$ cat config.mk
export PLATFORM = sky130hd
export DESIGN_NAME = bin_to_bcd
export DESIGN_NICKNAME = d
export VERILOG_FILES = /design/src/rtl/bin_to_bcd.sv
export SDC_FILE = /design/constraint.sdc
export NUM_CORES = 1
export LEC_CHECK = 0
export ABC_CLOCK_PERIOD_IN_PS = 1500
export CORE_UTILIZATION = 50
export CTS_CLUSTER_SIZE = 10
export DETAILED_ROUTE_END_ITERATION = 10
export PLACE_DENSITY_LB_ADDON = 0.1
export SYNTH_ARGS = -nofsm -noshare
export SYNTH_HDL_FRONTEND = slang
export SYNTH_SLANG_ARGS = --single-unit
$ cat constraint.sdc
create_clock -name sys_clk -period 1.5 [get_ports sys_clk]
set_input_delay 0.3 -clock sys_clk [delete_from_list [all_inputs] [get_ports sys_clk]]
set_output_delay 0.3 -clock sys_clk [all_outputs]
set_load 0.02 [all_outputs]
$ cat src/rtl/bin_to_bcd.sv
// Sequential shift-add-3 (double-dabble) binary-to-BCD converter, one iteration per clock.
// Optional macro BIN_TO_BCD_RESTART_EN: a request while busy aborts and restarts the conversion.
package g;
    typedef logic [11:0] bcd_t;
endpackage

module bin_to_bcd #(
    parameter int unsigned WIDTH  = 8,
    parameter int unsigned DIGITS = 3
) (
    input  logic             sys_clk,
    input  logic             sys_rst_n,
    input  logic             bin_in_en,
    input  logic [WIDTH-1:0] bin_in,
    output g::bcd_t          bcd_out,
    output logic             bcd_out_en,
    output logic             busy_out
);

    localparam int unsigned SW = DIGITS * 4;
    localparam int unsigned CW = $clog2(WIDTH + 1);

    if (SW != $bits(g::bcd_t)) begin : g_bad_digits
        $error("bin_to_bcd: DIGITS*4 must equal the width of g::bcd_t");
    end

    typedef enum logic [1:0] {StIdle, StConv, StDone} state_e;

    state_e           state_q;
    logic [SW-1:0]    scratch_q;
    logic [SW-1:0]    scratch_adj;
    logic [WIDTH-1:0] bin_q;
    logic [CW-1:0]    cnt_q;
    logic             restart;

`ifdef BIN_TO_BCD_RESTART_EN
    assign restart = bin_in_en && (state_q != StIdle);
`else
    assign restart = 1'b0;
`endif

    // Add 3 to every digit >= 5 so the following shift carries correctly into the next digit.
    always_comb begin
        scratch_adj = scratch_q;
        for (int i = 0; i < int'(DIGITS); i++) begin
            if (scratch_q[i*4 +: 4] >= 4'd5) begin
                scratch_adj[i*4 +: 4] = scratch_q[i*4 +: 4] + 4'd3;
            end
        end
    end

    always_ff @(posedge sys_clk or negedge sys_rst_n) begin
        if (!sys_rst_n) begin
            state_q    <= StIdle;
            scratch_q  <= '0;
            bin_q      <= '0;
            cnt_q      <= '0;
            bcd_out    <= '0;
            bcd_out_en <= 1'b0;
            busy_out   <= 1'b0;
        end else begin
            bcd_out_en <= 1'b0;
            if (restart) begin
                bin_q     <= bin_in;
                scratch_q <= '0;
                cnt_q     <= CW'(WIDTH);
                busy_out  <= 1'b1;
                state_q   <= StConv;
            end else begin
                unique case (state_q)
                    StIdle: begin
                        if (bin_in_en) begin
                            bin_q     <= bin_in;
                            scratch_q <= '0;
                            cnt_q     <= CW'(WIDTH);
                            busy_out  <= 1'b1;
                            state_q   <= StConv;
                        end
                    end
                    StConv: begin
                        // Carries out of the top digit are dropped: result is value mod 10**DIGITS.
                        {scratch_q, bin_q} <= {scratch_adj, bin_q} << 1;
                        cnt_q              <= cnt_q - 1'b1;
                        if (cnt_q == CW'(1)) begin
                            state_q <= StDone;
                        end
                    end
                    StDone: begin
                        bcd_out    <= scratch_q;
                        bcd_out_en <= 1'b1;
                        busy_out   <= 1'b0;
                        state_q    <= StIdle;
                    end
                    default: state_q <= StIdle;
                endcase
            end
        end
    end

endmodule

== Word level (Yosys, flattened, before mapping) ==
Index checks and enable logic that the tools add are counted.

* Logic and storage cells: 40
* Output and inout port bits: 14
* Register bits after elaboration: 40
* Bits of input ports: 11

* Multiplexer cells: 15
* Add/subtract/negate cells: 4
* Order comparisons: 3
* Reduce and logical (&&, ||, !) cells: 6
* Equal/unequal tests: 5

{| class="wikitable"
|+ Operator list
! kind !! number
|-
| one-hot mux 12 bit (2 select lines) || 1
|-
| one-hot mux 8 bit (2 select lines) || 1
|-
| >= comparator 4 x 3 -> 1 bit, second input constant || 3
|-
| 2-to-1 mux 12 bit || 1
|-
| 2-to-1 mux 4 bit || 3
|-
| adder 4 x 2 -> 4 bit, second input constant || 2
|-
| 2-to-1 mux 8 bit || 1
|-
| one-hot mux 4 bit (2 select lines) || 1
|-
| AND reduction 2 bit || 3
|-
| equality test 4 x 1 -> 1 bit, second input constant || 1
|-
| 2-to-1 mux 2 bit || 2
|-
| inequality test 2 bit, second input constant || 2
|-
| one-hot mux 2 bit (2 select lines) || 1
|-
| nonzero test 2 bit || 2
|-
| subtractor 4 x 1 -> 4 bit, second input constant || 1
|-
| adder 3 x 2 -> 3 bit, second input constant || 1
|-
| 2-to-1 mux 3 bit || 1
|-
| equality test 2 x 1 -> 1 bit, second input constant || 1
|-
| equality test 2 bit, second input constant || 1
|-
| logical NOT 2 bit || 1
|-
| 2-to-1 mux 1 bit || 2
|-
| one-hot mux 1 bit (2 select lines) || 1
|}

== Longest topological paths before layout ==
* Depth after elaboration: 3
* Mapped depth: 5
* Gate-level depth less buffers: 5

== Least setup slack after synthesis ==
Ideal clock, no wire load.

* Kind: flip-flop to flip-flop
* From: reg scratch_q[4]
* To: reg scratch_q[5]
* Buffers on the path: 0
* Stages on the path, launching flop included: 6
* Data arrival time: 1.132 ns
* Slack: 0.228 ns
* Data required time: 1.360 ns
* Clock period less this slack: 1.272 ns
* Library setup time: 0.140 ns
* Path through: dfrtp_1 -> inv_1 -> ha_1 -> nor2b_1 -> o21a_1 -> o221ai_1

* Cells in the longest elaborated chain, start to end: 3
* Elaborated cells between the ends (all ways): 4
* Classes of those cells: 1 x add/sub; 1 x order compare; 2 x mux

{| class="wikitable"
|+ RTL lines
! item !! RTL line !! text
|-
| from (decl) || 30 || <nowiki>logic [SW-1:0] scratch_q;</nowiki>
|-
| from (signal assigned) || 82 || <nowiki>{scratch_q, bin_q} <= {scratch_adj, bin_q} << 1;</nowiki>
|-
| adder 4 x 2 -> 4 bit / >= comparator 4 x 3 -> 1 bit (equally long branches) || 47, 46 ||
|-
| 2-to-1 mux 4 bit * || 46 || <nowiki>if (scratch_q[i*4 +: 4] >= 4'd5) begin</nowiki>
|-
| one-hot mux 12 bit (2 select lines) * || 70 || <nowiki>unique case (state_q)</nowiki>
|}

Every way passes the cells marked *; elsewhere a longest branch is shown, timed or not.
A chain may end at the register's enable or synchronous reset.

== Worst setup path in the final report ==
* From: reg scratch_q[0]
* To: reg scratch_q[4]

The elaborated chain is that of the path after synthesis.

==> flow_summary.ini <==
[power]
power.switching_mw = 1.95
swShare_pct = 39.8
p_seq_share_pct = 37.5
leakage_nw = 1.13
internal-power_mw = 2.96
p_comb_share_pct = 47.5
pwr_density_cell_nw_per_um2 = 2110
vdd_ir_drop_max_uv = 1080
p_clk_share_pct = 15.0

[worst_setup_path]
cp_slowest_cell = dfrtp_1
cp.required_ns = 1.70
cp_cell_sequence = inv_2 > ha_1 > nor2b_2 > o21a_1 > o32ai_1
crit_type = reg2reg
cp-start-kind = flop
end_kind = flop
crit_arrival_ns = 1.60
path_depth = 5
cp_top_family = compound AO/OA/AOI/OAI gates
reg2reg_depth = 5
cp_max_fo = 4
path_buf_inv = 1
critPathMaxStageDelay_ns = 0.41

[sta]
relSlewSlack_pct = 66.6
rsz0062_at_grt = false
worst_pin_slew_ns = 0.501
fmaxAchievable_mhz = 713
finalSetupViolations = 0
drv_slew = 0
finClkSkew_ns = 0.00933
setup_tns_ns = 0
hold_slack_ns = 0.0538
hold_violations = 0
period_share_pct = 93.5
fin_crit_ns = 1.40

[placed_design]
port_buffers = 24
gp_congestion = 0.846
placed_cell_area_um2 = 2240
dp_hpwl_um = 2490

[global_routing]
grt_pass1_vias = 1459
overflow = 0
grt_pass1_wl_um = 6440
groute.usage.overall_pct = 20.7
grt_max_degree = 41
grt_antenna_before_repair = 0

[clocking]
cts_root_buffer = clkbuf_8
cts.hold.buffers_added = 0
htree_levels = 2
cts_max_path_buffers = 2
cts_num_sinks = 40
cts_tree = yes
numCtsBuffers = 5
clk_pin_slew_worst_paths_ns = 0.08
clock_latency_ns = 0.30

[floorplan]
die-area_um2 = 4140
die_x_um = 64.3
coreArea_um2 = 3690
start_util_pct = 52.7
die_h_um = 64.3
num_rows = 22
ioPinCount = 25

[route]
via_count = 1465
drc = 0
antenna_left = 0
vias_per_cell = 5.33
drt-total-wl_um = 3540
wl_per_cell_um = 12.9
first_iter_violations = 55
drtPass1Iterations = 4

[run]
cap_violations = 0

[logic_synthesis]
synth_ff_type = dfrtp_1
synth_area_um2 = 1940
synth.avg_cell_area_um2 = 10.1
synth_edf_count = 0
synth-seq-area-share_pct = 51.5
async_reset_ff_share_pct = 100
syn-num-nets = 211
synth_cell_types = 33
synth_area_leader_cell = dfrtp_1
netlist.area_leader.share_pct = 51.5
synth_area_leaders = dfrtp_1 52%, nand2_1 6.8%, ha_1 5.2%
yosysWarningCount = 0
postSynthCellCount = 192
ys_ff_latch = 40

[hold_path]
hp-class = in2async

[finish]
drive_gt1_share_pct = 12.3
final_area_um2 = 2330
syn_to_final_growth_pct = 20.0
antenna_cells = 0
fin_nets = 245

[run_status]
run_status = finished clean
==> worst register-to-register path, delay by kind of cell, from the launching register on <==
kind	cells	cell delay (ns)
buffers and inverters	1	0.08
adders and majority gates	1	0.23
AOI/OAI and AO/OA	2	0.43
DFF	1	0.41
and+or+nand+nor	1	0.18
==> synthesized netlist by cell type (3+ instances only) <==
master	n
o221ai_1	3
o211ai_1	3
inv_1	17
dfrtp_1	40
buf_6	5
a31oi_1	8
nor2b_1	3
ha_1	8
o31ai_1	3
o21a_1	3
o2111ai_1	6
nand2b_1	6
a32o_1	3
nand2_1	35
nor2_1	10
o21ai_0	17
==> path summary, 6_finish.rpt <==
check                           slack (ns)         start            to
worst min-delay path                  0.05     sys_rst_n   bcd_out[11]
max in group asynchronous             1.09     sys_rst_n      bin_q[3]
min in group sys_clk                  0.48   bcd_out[11]   bcd_out[11]
worst min register to register        0.48   bcd_out[11]   bcd_out[11]
worst max register to register         0.1  scratch_q[0]  scratch_q[4]
worst max-delay path                   0.1  scratch_q[0]  scratch_q[4]
==> metal layers <==
metal | vias up | routed length (µm) | global-route usage, %
li1 | 735 | - | -
met1 | 694 | 1600 | 25.1
met2 | 28 | 1730 | 33.3
met3 | 8 | 139 | 7.14
met4 | 0 | 72 | 9.17
met5 | - | 0 | 0
==> kinds of logic after synthesis <==
group,after synthesis,share of synthesized area [%]
simple gates,58,13.1
buf+inv,27,8.63
compound gates,56,20.2
fa+ha+maj,8,5.15
flops,40,51.5
mux,1,0.515
xor+xnor,2,0.902
==> what timing repair did <==
action	in CTS	in global routing
resized for setup	14	5
cloned	0	0
endpoints found under the setup margin	14	6
setup buffers	0	1
==> registers in the layout, summed over array words and instances (netlist names) <==
| register | flops |
|---|---|
| bin_q | 8 |
| busy_out | 1 |
| cnt_q | 4 |
| bcd_out_en | 1 |
| state_q | 2 |
| bcd_out | 12 |
| scratch_q | 12 |
==> per-stage QoR <==
step	power (mW)	cells	utilization [%]	setup WS, ns
2_1_floorplan	3.54	192	-	0.228
3_3_place_gp	4.10	266	60.7	-0.0151
3_5_place_dp	4.22	266	60.7	-0.0660
4_1_cts	4.88	274	62.7	0.0125
5_1_grt	5.34	275	63.2	0.00665
6_report	4.91	275	63.2	0.0978
==> layout by cell type (no fill, tap or decap), types with 6 or more instances in the layout <==
master           synthesis  final
nand2b_1                 6      6
inv_1                   17     16
o21ai_0                 17     17
dfrtp_1                 40     40
dlygate4sd2_1            0     14
a31oi_1                  8      8
clkdlybuf4s50_1          0      9
buf_4                    1     12
nand2_1                 35     35
nor2_1                  10     10
clkbuf_8                 0      6
o2111ai_1                6      6
ha_1                     8      7
==> layout make-up <==
class | instances | area, µm²
Clock buffer | 6 | 82.6
Clock inverter | 2 | 10.0
Fill cell | 305 | 1360
Inverter | 17 | 63.8
Multi-Input combinational cell | 125 | 787
Sequential cell | 40 | 1000
Tap cell | 48 | 60.1
Timing Repair Buffer | 37 | 328
==> power groups by stage <==
stage                     sequential, mW  clock [mW]  combinational (mW)
after floorplan                     1.95           0                1.59
after global placement              1.83           0                2.27
after CTS                           1.83       0.762                2.29
after detailed placement            1.86           0                2.36
after global routing                1.90       0.817                2.62
final                               1.84       0.734                2.33
Note: power is estimated with default switching activity, not from simulation.
